`config.mk`:
```
export PLATFORM = sky130hd
export DESIGN_NAME = board_line_clear_ctrl
export DESIGN_NICKNAME = d
export VERILOG_FILES = /design/src/rtl/board_line_clear_ctrl.sv
export SDC_FILE = /design/constraint.sdc
export NUM_CORES = 1
export LEC_CHECK = 0
export CAP_MARGIN = 20
export CELL_PAD_IN_SITES_DETAIL_PLACEMENT = 0
export CELL_PAD_IN_SITES_GLOBAL_PLACEMENT = 1
export CORE_MARGIN = 3
export CORE_UTILIZATION = 37
export DETAILED_ROUTE_END_ITERATION = 10
export PLACE_DENSITY_LB_ADDON = 0.1
export SLEW_MARGIN = 20
export SYNTH_ARGS = -nofsm -noshare
export SYNTH_HDL_FRONTEND = slang
export SYNTH_SLANG_ARGS = --single-unit
export TNS_END_PERCENT = 20
```
`constraint.sdc`:
```
create_clock -name Clk -period 2.66 [get_ports Clk]
set_input_delay 0.532 -clock Clk [delete_from_list [all_inputs] [get_ports Clk]]
set_output_delay 0.532 -clock Clk [all_outputs]
set_load 0.03 [all_outputs]
```
`src/rtl/board_line_clear_ctrl.sv`:
```
`default_nettype none
// +--------------------------------------------------------------------------+
// | Module      : board_line_clear_ctrl                                      |
// | Description : Post-lock line clear sequencer. Scans the board row store  |
// |               bottom to top, drops full rows, compacts the survivors     |
// |               downward, zero-fills the vacated top rows and reports the  |
// |               number of lines cleared.                                   |
// | Options     : LINE_SCORE_EN - adds a saturating 20-bit score output.     |
// | Revision    : 1.0 - initial release                                      |
// +--------------------------------------------------------------------------+
module board_line_clear_ctrl #(
  parameter int BOARD_W = 10,
  parameter int BOARD_H = 20,
  parameter int ROW_W   = 16
) (
  input  logic                           Clk,
  input  logic                           Reset_n,
  input  logic                           start,
  output logic                           busy,
  output logic                           done,
  output logic [$clog2(BOARD_H)-1:0]     row_addr,
  output logic                           row_rd_en,
  input  logic [ROW_W-1:0]               row_rdata,
  output logic                           row_wr_en,
  output logic [ROW_W-1:0]               row_wdata,
  output logic [$clog2(BOARD_H+1)-1:0]   lines_cleared,
  output logic [15:0]                    total_lines
`ifdef LINE_SCORE_EN
  ,
  output logic [19:0]                    score
`endif
);

  localparam int AW = $clog2(BOARD_H);
  // Pointers carry one extra bit so stepping below row 0 never aliases a row.
  localparam int PW = AW + 1;
  localparam int CW = $clog2(BOARD_H + 1);
  localparam logic [PW-1:0]    LAST_ROW  = PW'(BOARD_H - 1);
  localparam logic [ROW_W-1:0] LIVE_MASK = ~({ROW_W{1'b1}} << BOARD_W);

  typedef enum logic [2:0] {
    IDLE  = 3'd0,
    READ  = 3'd1,
    CHECK = 3'd2,
    FILL  = 3'd3,
    DONE  = 3'd4
  } state_t;

  state_t        state;
  logic [PW-1:0] rd_ptr;
  logic [PW-1:0] wr_ptr;
  logic [CW-1:0] count;

  logic          row_full;
  logic [CW-1:0] count_next;
  logic [16:0]   total_sum;

  // Only live columns decide fullness; padding bits in the row word are ignored.
  assign row_full   = ((row_rdata & LIVE_MASK) == LIVE_MASK);
  assign count_next = row_full ? count + CW'(1) : count;
  assign total_sum  = {1'b0, total_lines} + 17'(count);

`ifdef LINE_SCORE_EN
  logic [19:0] points;
  logic [20:0] score_sum;

  // Points awarded for one operation, by number of rows removed.
  always_comb begin
    points = 20'd0;
    case (count)
      CW'(0):  points = 20'd0;
      CW'(1):  points = 20'd40;
      CW'(2):  points = 20'd100;
      CW'(3):  points = 20'd300;
      default: points = 20'd1200;
    endcase
  end

  assign score_sum = {1'b0, score} + {1'b0, points};
`endif

  // Write side of the row store: CHECK writes depend on the row returned in
  // that same cycle, so the write strobe, address and data are decoded here.
  always_comb begin
    row_addr  = '0;
    row_wr_en = 1'b0;
    row_wdata = '0;
    case (state)
      READ: begin
        row_addr = rd_ptr[AW-1:0];
      end
      CHECK: begin
        if (!row_full && (wr_ptr != rd_ptr)) begin
          row_wr_en = 1'b1;
          row_addr  = wr_ptr[AW-1:0];
          row_wdata = row_rdata & LIVE_MASK;
        end
      end
      FILL: begin
        row_wr_en = 1'b1;
        row_addr  = wr_ptr[AW-1:0];
      end
      default: ;
    endcase
  end

  // Sequencer: scan pointers, cleared count, status flags and result registers.
  always_ff @(posedge Clk or negedge Reset_n) begin
    if (!Reset_n) begin
      state         <= IDLE;
      rd_ptr        <= '0;
      wr_ptr        <= '0;
      count         <= '0;
      busy          <= 1'b0;
      done          <= 1'b0;
      row_rd_en     <= 1'b0;
      lines_cleared <= '0;
      total_lines   <= '0;
`ifdef LINE_SCORE_EN
      score         <= '0;
`endif
    end else begin
      case (state)
        IDLE: begin
          if (start) begin
            rd_ptr    <= LAST_ROW;
            wr_ptr    <= LAST_ROW;
            count     <= '0;
            busy      <= 1'b1;
            row_rd_en <= 1'b1;
            state     <= READ;
          end
        end
        READ: begin
          row_rd_en <= 1'b0;
          state     <= CHECK;
        end
        CHECK: begin
          count <= count_next;
          if (!row_full) begin
            wr_ptr <= wr_ptr - PW'(1);
          end
          if (rd_ptr == '0) begin
            if (count_next != '0) begin
              state <= FILL;
            end else begin
              done  <= 1'b1;
              state <= DONE;
            end
          end else begin
            rd_ptr    <= rd_ptr - PW'(1);
            row_rd_en <= 1'b1;
            state     <= READ;
          end
        end
        FILL: begin
          wr_ptr <= wr_ptr - PW'(1);
          if (wr_ptr == '0) begin
            done  <= 1'b1;
            state <= DONE;
          end
        end
        DONE: begin
          done          <= 1'b0;
          busy          <= 1'b0;
          lines_cleared <= count;
          total_lines   <= total_sum[16] ? 16'hFFFF : total_sum[15:0];
`ifdef LINE_SCORE_EN
          score         <= score_sum[20] ? 20'hFFFFF : score_sum[19:0];
`endif
          state         <= IDLE;
        end
        default: begin
          state <= IDLE;
        end
      endcase
    end
  end

endmodule
`default_nettype wire

```
==> key figures <==
Status
  • Run status: completed

Synth
  • Post-synthesis async set-or-reset flop share: 100%
  • Netlist cell types: 56
  • Synthesis Warnings: 0
  • Syn Std Cell Area: 2780 um^2
  • Post-synth EDFFs: 0
  • Top_reg_cell synth: dfrtp_1
  • Sequential area share after synthesis: 39.6%
  • Synth Register Bits: 44
  • Syn avg cell area: 8.77 um^2
  • Post-Synthesis Cells: 317

Floorplan
  • Die Area: 8590 um^2
  • Ports: 65
  • Core Area: 7020 um^2
  • Number of placement rows: 30
  • Die Ht: 92.7 um
  • Initial Utilization: 39.6%
  • Die span in x: 92.7 um

Clocking
  • CTS Sinks: 44
  • Num CTS Buffers: 5
  • CTS tree: yes
  • Worst-path clk slew: 0.09 ns
  • Clk_lat worst skew: 0.30 ns
  • H-tree Lvls: 2
  • Root buffer cell: clkbuf_8
  • CTS Buffer Depth: 2

Critical path
  • RR Endpoint: total_lines[9]$_DFFE_PN0P_
  • Worst r2r src: total_lines[0]$_DFFE_PN0P_
  • Slowest CP cell: clkdlybuf4s50_1
  • Cells along the critical path: clkdlybuf4s50_1 > nand4_1 > or3_4 > a21oi_4 > buf_6 > o32ai_1 > buf_4
  • Crit path launch type: input port
  • CP top delay family: buffers and inverters
  • Crit path DAT: 2.09 ns
  • CP Class: input port to primary output
  • Slowest cell delay on critical path: 0.47 ns
  • Flop-to-flop setup slack: 0.32 ns
  • Crit Path Max Fanout: 6
  • Worst Path Required: 2.13 ns
  • CP Capture Type: primary output
  • R2R depth: 8
  • CP bufs+invs: 3

Global routing
  • Global route total overflow: 0
  • Global-route wire length before repair: 11.9 mm
  • GRT Overall Usage: 17.0%
  • Largest net degree at the start of global routing: 24
  • Vias in the first global route: 2562
  • Initial antenna violation count: 0

Power and ir drop
  • Leak Pwr: 1.77 nW
  • Peak supply drop: 552 uV
  • Pwr per Cell Area: 617 nW/um^2

Timing
  • Hold Vio Cnt, Final: 0
  • Slew HR: 62.4%
  • Worst-Margin Slew: 0.564 ns
  • Worst Setup Slack, final: 0.0391 ns
  • Max frequency: 382 MHz
  • Final clock skew: 0.0109 ns
  • Final Cycle Share: 98.5%
  • Final setup vio count: 0
  • Max-slew violations: 0
  • Final Critical Period: 2.62 ns

Placement
  • Dpl cell area: 3590 um^2
  • RePlAce Congestion: 0.824
  • Worst slack at placement: -0.397 ns
  • Count of input and output buffers: 52
  • Hpwl dp: 5.44 mm

Drt
  • Final ANT Viol Nets: 0
  • WL/cell: 14.2 um
  • Via Count: 2561
  • DRC viols: 0
  • Vias per inst: 5.16
  • Initial detailed-routing violation count: 108
  • Final wirelength: 7.03 mm
  • Drt pass-1 iters: 4

Finish
  • Design Area, Final: 3720 um^2
  • Fin nets: 429
  • # diodes: 0
  • Fraction of layout cells with a size suffix above 1: 21.5%
  • Area growth syn-to-layout: 33.9%

Min path
  • HP Class: input port to asynchronous set/reset pin

Job
  • Max cap viols: 0
worst reg2reg max path: cells and delay by family (launching register included):
family          cells  cell delay [ns]
buf+inv             1             0.20
flops               1             0.41
fa+ha+maj           2             0.69
mux                 1             0.25
simple gates        2             0.19
compound gates      2             0.48
cells in the final DEF, fill, tap and decap left out, types with 9 or more instances in the layout:
master	netlist	layout
xor2_1	9	9
ha_1	10	10
inv_1	9	9
o21ai_0	9	9
buf_4	6	48
nor2_1	32	32
nand2_1	58	58
nand3_1	11	11
clkdlybuf4s50_1	0	28
and2_1	11	11
dfrtp_1	44	43
synthesized netlist by cell type (all sizes together), types with 2 or more instances:
cell,count,share of area (%)
o21ai,10,1.8
a21o,3,0.81
dfrtp,44,40
mux2,9,3.6
buf,9,2.6
or3b,2,0.63
xor2,9,2.8
nor3,8,1.4
nor4,6,1.9
o211ai,4,1.1
inv,9,1.2
a211oi,8,2.2
o32ai,4,1.3
nand2b,2,0.45
xnor2,8,2.5
ha,10,4.5
a31o,2,0.63
nor2,32,4.3
o41ai,2,0.63
nand3,11,2.0
and2,11,2.5
clkbuf,11,1.5
nand2,58,7.8
a21oi,8,1.4
a31oi,4,0.90
nand4,8,1.8
and3,2,0.45
worst max-delay path by stage:
stage,depth (start not counted),end,from
after floorplan,5,row_wdata[0],state[0]$_DFFE_PN0P_
after global placement,7,row_addr[4],row_rdata[7]
after detailed placement,7,row_addr[2],row_rdata[7]
after CTS,7,row_addr[1],row_rdata[7]
after global routing,7,row_addr[4],row_rdata[7]
final,7,row_addr[4],row_rdata[7]
metrics by stage:
step | util (%) | hold WS (ns) | std cells | total power [mW] | setup TNS [ns]
floorplan | - | 0.236 | 322 | 1.45 | 0
global placement | 51.2 | 0.459 | 488 | 1.86 | -2.54
detailed placement | 51.2 | 0.462 | 488 | 1.87 | -2.30
CTS | 52.5 | 0.236 | 496 | 2.31 | -0.400
global route | 53.0 | 0.247 | 496 | 2.44 | -0.0253
finish | 53.0 | 0.219 | 496 | 2.30 | 0
cell families (layout without fill, tap and decap cells):
group | count (synthesis) | count (layout) | synth area share [%]
buf+inv | 29 | 107 | 5.31
xor+xnor | 17 | 17 | 5.36
other cells | 1 | 6 | 0.135
simple gates | 147 | 147 | 25.4
flops | 44 | 44 | 39.6
fa+ha+maj | 11 | 11 | 5.22
compound gates | 58 | 58 | 14.9
mux | 10 | 10 | 4.01
layer usage:
layer	vias up	global-route usage [%]	wire length (um)
met2	47	29.8	3590
met3	10	2.52	242
met5	-	0	0
met1	1233	21.8	3110
li1	1271	-	-
met4	0	4.64	80
timing repair:
action                                  CTS  global route
setup buffers                             0             0
pin swaps                                 0             5
hold buffers                              0             0
gates resized for setup                  24            28
endpoints found under the setup margin    6            16
report_power, final:
part           internal, mW  switching (mW)
clock network         0.208           0.238
registers             0.774           0.100
logic                 0.424           0.552
cell type report:
type / count / area [um^2]
fill: 702 / 3300
multi-input combinational: 249 / 1590
sequential: 44 / 1100
timing repair buffer: 90 / 785
tap: 96 / 120
clock buffer: 6 / 82.6
inverter: 9 / 33.8
clock inverter: 2 / 10.0
state kept, by name, summed over array words and instances, names as in the netlist:
name and count:
state 3, done 1, busy 1, row_rd_en 1, count 5, total_lines 16
rd_ptr 6, lines_cleared 5, wr_ptr 6
(Power assumes the default switching activity.)
